--- src/rtl/lsu_pkg.sv ---
// Load/store unit shared definitions: funct3 codes,
// FSM encoding and address helpers.
package lsu_pkg;

  localparam logic [2:0] F3_B  = 3'b000;
  localparam logic [2:0] F3_H  = 3'b001;
  localparam logic [2:0] F3_W  = 3'b010;
  localparam logic [2:0] F3_BU = 3'b100;
  localparam logic [2:0] F3_HU = 3'b101;

  localparam logic [2:0] S_IDLE   = 3'd0;
  localparam logic [2:0] S_LOAD   = 3'd1;
  localparam logic [2:0] S_RMW_RD = 3'd2;
  localparam logic [2:0] S_WRITE  = 3'd3;
  localparam logic [2:0] S_RESP   = 3'd4;

  localparam logic [31:0] WORD_MASK = 32'hFFFF_FFFC;

  function automatic logic f3_legal(
    input logic       we,
    input logic [2:0] f3
  );
    if (we)
      return (f3 == F3_B) || (f3 == F3_H) || (f3 == F3_W);
    return (f3 == F3_B) || (f3 == F3_H) || (f3 == F3_W) ||
           (f3 == F3_BU) || (f3 == F3_HU);
  endfunction

endpackage

--- src/rtl/lsu_lane_mux.sv ---
// Lane extract/extend for loads and lane merge for
// partial stores; little-endian byte ordering.
module lsu_lane_mux
  import lsu_pkg::*;
(
  input  logic [2:0]  funct3,
  input  logic [1:0]  off,
  input  logic [31:0] word,
  input  logic [31:0] wdata,
  output logic [31:0] ld_data,
  output logic [31:0] st_word
);

  logic [31:0] sh;
  logic [15:0] half;
  logic        sx;

  always_comb begin
    sh   = word >> {off, 3'b000};
    half = off[1] ? word[31:16] : word[15:0];
    sx   = ~funct3[2];
    ld_data = word;
    case (funct3[1:0])
      2'b00:   ld_data = {{24{sx & sh[7]}}, sh[7:0]};
      2'b01:   ld_data = {{16{sx & half[15]}}, half};
      default: ld_data = word;
    endcase
  end

  always_comb begin
    st_word = word;
    case (funct3[1:0])
      2'b00: st_word[{off, 3'b000} +: 8] = wdata[7:0];
      2'b01: begin
        if (off[1]) st_word[31:16] = wdata[15:0];
        else        st_word[15:0]  = wdata[15:0];
      end
      default: st_word = wdata;
    endcase
  end

endmodule

--- src/rtl/load_store_unit.sv ---
// RV32I load/store unit: one request at a time,
// partial stores done as read-modify-write.
module load_store_unit
  import lsu_pkg::*;
#(
  parameter int ALIGN_CHECK = 1
) (
  input  logic        clk,
  input  logic        reset_n,
  input  logic        req_valid,
  output logic        req_ready,
  input  logic        req_we,
  input  logic [2:0]  req_funct3,
  input  logic [31:0] req_addr,
  input  logic [31:0] req_wdata,
  output logic        rsp_valid,
  output logic [31:0] rsp_rdata,
  output logic        rsp_err,
  output logic        dmem_we,
  output logic [31:0] dmem_addr,
  output logic [31:0] dmem_wd,
  input  logic [31:0] dmem_rd
);

  logic [2:0]  state_q, state_d;
  logic [2:0]  f3_q, f3_d;
  logic [1:0]  off_q, off_d;
  logic [31:0] addr_q, addr_d;
  logic [31:0] wdata_q, wdata_d;
  logic [31:0] buf_q, buf_d;
  logic        err_q, err_d;

  logic        legal;
  logic        mis;
  logic        bad;
  logic [1:0]  off_in;
  logic [31:0] ld_data;
  logic [31:0] st_word;

  lsu_lane_mux u_lane (
    .funct3  (f3_q),
    .off     (off_q),
    .word    (dmem_rd),
    .wdata   (wdata_q),
    .ld_data (ld_data),
    .st_word (st_word)
  );

  always_comb begin
    legal = f3_legal(req_we, req_funct3);
    mis   = (ALIGN_CHECK != 0) &&
            (((req_funct3[1:0] == 2'b01) && req_addr[0]) ||
             ((req_funct3[1:0] == 2'b10) &&
              (req_addr[1:0] != 2'b00)));
    bad   = !legal || mis;
    // Lane offset snapped to natural alignment when unchecked.
    case (req_funct3[1:0])
      2'b01:   off_in = {req_addr[1], 1'b0};
      2'b10:   off_in = 2'b00;
      default: off_in = req_addr[1:0];
    endcase
  end

  always_comb begin
    state_d = state_q;
    f3_d    = f3_q;
    off_d   = off_q;
    addr_d  = addr_q;
    wdata_d = wdata_q;
    buf_d   = buf_q;
    err_d   = err_q;
    unique case (1'b1)
      state_q == S_IDLE: begin
        if (req_valid) begin
          f3_d    = req_funct3;
          off_d   = off_in;
          addr_d  = req_addr & WORD_MASK;
          wdata_d = req_wdata;
          err_d   = bad;
          buf_d   = '0;
          if (bad)
            state_d = S_RESP;
          else if (!req_we)
            state_d = S_LOAD;
          else if (req_funct3 == F3_W) begin
            buf_d   = req_wdata;
            state_d = S_WRITE;
          end else
            state_d = S_RMW_RD;
        end
      end
      state_q == S_LOAD: begin
        buf_d   = ld_data;
        state_d = S_RESP;
      end
      state_q == S_RMW_RD: begin
        buf_d   = st_word;
        state_d = S_WRITE;
      end
      state_q == S_WRITE: begin
        buf_d   = '0;
        state_d = S_RESP;
      end
      state_q == S_RESP: begin
        buf_d   = '0;
        err_d   = 1'b0;
        state_d = S_IDLE;
      end
      default: state_d = S_IDLE;
    endcase
  end

  always_ff @(posedge clk or negedge reset_n) begin
    if (!reset_n) begin
      state_q <= S_IDLE;
      f3_q    <= '0;
      off_q   <= '0;
      addr_q  <= '0;
      wdata_q <= '0;
      buf_q   <= '0;
      err_q   <= 1'b0;
    end else begin
      state_q <= state_d;
      f3_q    <= f3_d;
      off_q   <= off_d;
      addr_q  <= addr_d;
      wdata_q <= wdata_d;
      buf_q   <= buf_d;
      err_q   <= err_d;
    end
  end

  assign req_ready = (state_q == S_IDLE);
  assign rsp_valid = (state_q == S_RESP);
  assign rsp_err   = rsp_valid & err_q;
  assign rsp_rdata = rsp_valid ? buf_q : '0;
  assign dmem_we   = (state_q == S_WRITE);
  assign dmem_addr = req_ready ? '0 : addr_q;
  assign dmem_wd   = dmem_we ? buf_q : '0;

endmodule
--- config.mk ---
export PLATFORM = sky130hd
export DESIGN_NAME = load_store_unit
export DESIGN_NICKNAME = d
export VERILOG_FILES = /design/src/rtl/lsu_pkg.sv /design/src/rtl/lsu_lane_mux.sv /design/src/rtl/load_store_unit.sv
export SDC_FILE = /design/constraint.sdc
export NUM_CORES = 1
export LEC_CHECK = 0
export CORE_ASPECT_RATIO = 0.6
export CORE_UTILIZATION = 49
export DETAILED_ROUTE_END_ITERATION = 8
export PLACE_DENSITY = 0.79
export SYNTH_ARGS = -nofsm -noshare
export SYNTH_HDL_FRONTEND = slang
export SYNTH_SLANG_ARGS = --single-unit
--- constraint.sdc ---
create_clock -name clk -period 5 [get_ports clk]
set_input_delay 1.25 -clock clk [delete_from_list [all_inputs] [get_ports clk]]
set_output_delay 1.25 -clock clk [all_outputs]
set_load 0.01 [all_outputs]
==> results of run 1 <==
-- sequential cells by signal, indices dropped and copies added, names as in the netlist --
name and count:
addr_q 30, buf_q 32, err_q 1, f3_q 3
off_q 2, state_q 3, wdata_q 32
-- area by class of cell --
| class | count | area share [%] |
|---|---|---|
| multi-input combinational | 696 | 44.42 |
| sequential | 103 | 27.18 |
| clock inverter | 7 | 0.8440 |
| clock buffer | 9 | 2.374 |
| timing repair buffer | 213 | 22.10 |
| inverter | 14 | 0.5539 |
| tap | 192 | 2.532 |
-- cell usage in the layout, fill, tap and decap left out, drive strengths merged, types with 8 or more instances in the layout --
master           n
a21oi           19
a221oi          31
a31o            16
a31oi            9
and2            96
buf             14
clkbuf           9
clkdlybuf4s50  199
dfrtp          103
ha               8
inv             17
mux2i           37
nand2          241
nand2b          13
nand3           14
nand3b           9
nor2            49
nor2b           28
o21ai           30
o221ai          15
or4b             8
-- per-stage QoR --
step	power (mW)	cells	worst slack [ns]	hold slack (ns)	util, %
6_report	5.255	1234	1.108	0.4678	67.98
5_1_grt	5.582	1234	0.9498	0.4863	67.98
4_1_cts	5.211	1234	1.124	0.4733	67.98
3_5_place_dp	4.447	1218	1.514	0.4548	65.80
3_3_place_gp	4.389	1218	1.612	0.4497	65.80
2_1_floorplan	3.450	884	2.329	0.4374	-
-- worst paths after layout --
kind / from / end / slack, ns / cells after the start
setup / recovery: state_q[2] / rsp_rdata[10] / 1.11 / 5
hold / removal: addr_q[9] / addr_q[9] / 0.47 / 2
setup reg to reg: off_q[1] / buf_q[19] / 2.30 / 5
hold reg to reg: addr_q[9] / addr_q[9] / 0.47 / 2
max in group asynchronous: reset_n / buf_q[16] / 3.16 / 2
min in group asynchronous: reset_n / buf_q[20] / 0.86 / 1
-- synth_stat cells, types with 2 or more instances --
cell type and number:
o221ai_2 7, o21ai_0 29, o21a_1 7, or4b_1 7
clkbuf_1 34, nand4bb_1 2, nor2_1 49, ha_1 8
inv_1 13, mux2_2 3, buf_1 2, a21o_1 2
a32oi_1 6, a311oi_1 2, nand4_1 7, nor3b_4 2
a21oi_1 19, nor2b_1 28, dfrtp_1 103, a31oi_1 9
nand3b_1 9, mux2i_1 37, a31o_2 16, buf_6 5
a221oi_1 28, nand2b_1 12, a221oi_2 3, buf_4 5
o22ai_1 7, nand3_1 14, and2_1 96, buf_2 24
a221o_1 2, nor3_1 3, nand2_1 241, o221ai_1 8
-- worst max-delay path: stages (launching register included) --
cell and delay (ns):
dfrtp_1 0.61, inv_1 0.17, nor3_4 0.44, buf_4 0.34, and2_1 0.18, clkdlybuf4s50_1 0.54
-- cell families (layout without fill, tap and decap cells) --
group / after synthesis / in the layout / share of synthesized area (%)
fa+ha+maj: 8 / 8 / 1.395
flops: 103 / 103 / 35.91
compound gates: 159 / 159 / 17.31
mux: 41 / 41 / 5.945
other cells: 1 / 2 / 0.05225
buf+inv: 85 / 243 / 5.805
simple gates: 486 / 486 / 33.58
-- layer usage --
layer | track usage (%) | vias up
li1 | - | 3346
met1 | 45.72 | 3538
met2 | 47.48 | 453
met3 | 8.149 | 49
met4 | 8.413 | 0
met5 | 0 | -
-- power by group through the flow --
stage	combinational [mW]	clock, mW	sequential, mW
global route	3.19	0.784	1.60
finish	2.94	0.755	1.56
CTS	2.91	0.757	1.55
global placement	2.84	0	1.55
floorplan	2.05	0	1.40
detailed placement	2.89	0	1.55
==> run metrics, run 1 <==
status finished clean; sw frac roughly 45%; highest metal used met4; grt ovf 0; min cycle time layout ~4 ns; residual DRC count 0; Worst-Skew Late Latency 0.36 ns; via count ~7400; Cell Area, Synth a little over 0.007 mm^2; fin crit share 77.84%; startpoint types flip-flop; chip height 95.75 um; max_cap viols 0; row cnt 33; number of synthesized flops with an enable pin 0; DR pass1 iterations 7; Psw ~2.4 mW; met1 WL 10410 um; synth warn 0; final setup TNS 0 ns; Hold Violations, Final 0; FF+latch area 0.002579 mm^2; CTS tree yes; Max rail drop VDD 0.4642 mV; critical path arrival 2.64 ns; number of fill cells around 1200; clk buf depth 2; I/O Pins 203; Cell Int Power ~2.9 mW; area share of the largest cell type after synthesis a little over a third; antenna viol nets, final 0; core area 0.01396 mm^2; Worst setup EP type output port; # hold bufs at CTS 0; sequential share of the synthesized area 35.91%; Total Routed Length 23860 um; Final setup viols 0; Relative slew margins about a third; Flop pwr share 29.7%; Starting Density 51.43%; postcts setup bufs 0; sinks on the clock net 103; asr flop ratio synth 100.0%; number of buffers created by CTS 9; first-pass GRT wire length roughly 37000 um; largest net degree at the start of global routing 55; GP Congestion 0.9462; synth top area cells dfrtp_1, nand2_1, and2_1, mux2i_1, a221oi_1; die area 0.01515 mm^2; placed instance area between 0.009 and 0.01 mm^2; WL met3 2745 um; critical path type reg -> out; area leader, netlist dfrtp_1; worst-margin pin slew 0.9718 ns; Net count, final ~1100; final max-slew violation count 0; clock transition at the registers of the reported paths roughly 0.080 ns; Resized Gates After CTS 0; H-tree depth 3; Port-buffer cells 200; Die X 158.2 um; unrepaired setup endpoints after global routing false; Leak 4.047 nW; layout cells sized above 1 7.678%; synthesized flop and latch total 103; skew final 0.009063 ns; Crit Path Max Fanout 27; Post-Layout Inst Area 0.009488 mm^2; vias in the first global route 6847; synth-to-layout area growth 32.20%; dpl hpwl 16820 um; pwr dens 553.8 mW/mm^2; initial antenna violation count 0; Antenna Diode Count 0; Clk network pwr share 14.4%; via/cell ratio 5.985; Comb power frac 55.9%; met2 wire len 10220 um; Root Buffer clkbuf_16; DRT iter0 DRCs 780; HP Class reg -> reg; Max Freq 256.9 MHz; Post-Syn Instances 883; multi-input logic area 0.004214 mm^2; main flop type after synthesis dfrtp_1; overall routing resource usage 31.82%; syn_area_per_cell 8.128 um^2; required time of the critical path roughly 3.8 ns; Netlist cell types 70; WL per Instance 19.34 um
Note: power is estimated with default switching activity, not from simulation.
==> inputs of run 2 (changes only) <==
==> constraint.sdc (replaced) <==
create_clock -name clk -period 3.92 [get_ports clk]
set_input_delay 0.98 -clock clk [delete_from_list [all_inputs] [get_ports clk]]
set_output_delay 0.98 -clock clk [all_outputs]
set_load 0.01 [all_outputs]
==> run metrics, run 2 (synthesis gave the netlist of run 1 again) <==
chip height 95.75 um (unchanged); critical path type reg -> out; clock transition at the registers of the reported paths 0.08 ns (about the same); sw frac 45.75% (+0.28 points); Flop pwr share 30.8% (+1.1 points); Leak 4.080 nW (+0.84%); number of buffers created by CTS 9 (unchanged); # hold bufs at CTS 0 (unchanged); core area 0.01396 mm^2 (unchanged); overall routing resource usage 31.95% (+0.13 points); synth-to-layout area growth 32.91%; number of fill cells 1213 (+4.0%); Crit Path Max Fanout 29 (+7.4%); Max Freq between 200 and 300 MHz; layout cells sized above 1 8.206% (+0.53 points); Starting Density 51.43% (unchanged); GP Congestion 0.9954 (+5.2%); unrepaired setup endpoints after global routing false; postcts setup bufs 0 (unchanged); Root Buffer clkbuf_16; Hold Violations, Final 0 (unchanged); pwr dens 705.0 mW/mm^2 (+27%); R2R Setup Slk 1.20 ns (-1.10 ns); Die X 158.2 um (unchanged); fin crit share between 80% and 90%; Relative slew margins 24.21% (-11 points); max_cap viols 0 (unchanged); Antenna Diode Count 0 (unchanged); DR pass1 iterations 5 (-2); vias in the first global route 6871 (+0.35%); Comb power frac 55.4% (-0.5 points); Worst-Skew Late Latency 0.36 ns (about the same); residual DRC count 0 (unchanged); DRT iter0 DRCs 768 (-1.5%); Resized Gates After CTS 0 (unchanged); I/O Pins 203 (unchanged); dpl hpwl 17090 um (+1.6%); die area 0.01515 mm^2 (unchanged); end of the worst hold path addr_q[28]; most common cell after layout, fill and taps aside nand2_1; H-tree depth 3 (unchanged); WL per Instance 19.33 um (about the same); startpoint types flip-flop; clk buf depth 2 (unchanged); Max rail drop VDD 0.5945 mV (+28%); Cell Int Power 3.648 mW (+27%); FF+latch area 0.002579 mm^2 (unchanged); hold_ws 0.4693 ns (+0.001455 ns); via/cell ratio 5.912 (-1.2%); Net count, final 1154 (+0.52%); final max-slew violation count 0 (unchanged); initial antenna violation count 0 (unchanged); worst-margin pin slew 1.137 ns (+0.1651 ns); most frequent cells in the layout nand2_1, clkdlybuf4s50_1, dfrtp_1; critical path arrival 2.51 ns (-0.13 ns); r2r endpoint buf_q[2]; Port-buffer cells 200 (unchanged); HP Class reg -> reg; Total Routed Length 23970 um (+0.43%); FF-to-FF Start state_q[1]; Worst R2R Path Depth 5 (unchanged); Hold Crit Start addr_q[28]; row cnt 33 (unchanged); multi-input logic area 0.004209 mm^2 (-0.12%); hold depth 2 (unchanged); min cycle time layout around 3.5 ns; first-pass GRT wire length 36980 um (+0.53%); skew final 0.01192 ns (+0.002860 ns); Largest regs buf_q: 32 flops, wdata_q: 32 flops, addr_q: 30 flops; antenna viol nets, final 0 (unchanged); Clk network pwr share 13.9% (-0.5 points); via count 7331 (-0.74%); final setup TNS 0 ns (unchanged); largest net degree at the start of global routing 60 (+9.1%); required time of the critical path 2.94 ns (-0.81 ns); status finished clean; CTS tree yes; sinks on the clock net 103 (unchanged); Psw 3.077 mW (+29%); Worst setup EP type output port; grt ovf 0 (unchanged); Final setup viols 0 (unchanged)
run 2: changes by cell type in the layout (fill, tap and decap cells not counted):
cell / change
clkinv_4: -1
buf_4: +4
nor2_4: -1
buf_12: +2
bufinv_16: -1
clkinvlp_4: -1
nor2_2: +1
inv_6: +3
clkinv_2: -1
inv_8: +1
run 2: cell type report:
class | instances | share of cell area (%)
Clock buffer | 9 | 2.361
Clock inverter | 7 | 0.6952
Inverter | 14 | 0.5509
Multi-Input combinational cell | 696 | 44.12
Sequential cell | 103 | 27.03
Tap cell | 192 | 2.518
Timing Repair Buffer | 219 | 22.72
run 2: power groups by stage:
| stage | registers, mW | logic, mW | clock network [mW] |
|---|---|---|---|
| 6_report | 2.07 | 3.72 | 0.932 |
| 5_1_grt | 2.13 | 4.04 | 0.975 |
| 4_1_cts | 2.05 | 3.68 | 0.931 |
| 3_5_place_dp | 2.07 | 3.67 | 0 |
| 3_3_place_gp | 2.05 | 3.60 | 0 |
| 2_1_floorplan | 1.78 | 2.62 | 0 |
run 2: through the flow:
stage	total power, mW	instances	worst slack [ns]	utilization, %	cell area (um^2)
after floorplan	4.400	884	1.401	-	7181
after global placement	5.648	1224	0.5988	66.26	9248
after detailed placement	5.734	1224	0.5209	66.26	9248
after CTS	6.667	1240	0.4302	68.35	9539
after global routing	7.148	1240	0.2564	68.35	9539
final	6.725	1240	0.4301	68.35	9539
run 2: critical path, cell delays in order, from the launching register on:
cell and delay (ns):
dfrtp_1 0.61, inv_1 0.17, nor3_4 0.44, buf_12 0.22
and2_1 0.15, clkdlybuf4s50_1 0.54
run 2: metal layers:
layer  up-vias  routed length [um]  track usage [%]
met4         0                 289            7.051
met2       455               10340            48.03
met3        37                2745            8.285
met1      3482               10590            46.05
met5         -                   0                0
li1       3357                   -                -
run 2: worst max path at each step:
stage                        from       endpoint  slack [ns]  cells after the start
global placement    req_funct3[0]       buf_q[3]        0.60                      8
global route           state_q[2]  rsp_rdata[28]        0.26                      5
floorplan                off_q[1]      buf_q[22]        1.40                     10
detailed placement  req_funct3[0]       buf_q[0]        0.52                      8
CTS                    state_q[2]  rsp_rdata[28]        0.43                      5
finish                 state_q[2]  rsp_rdata[28]        0.43                      5
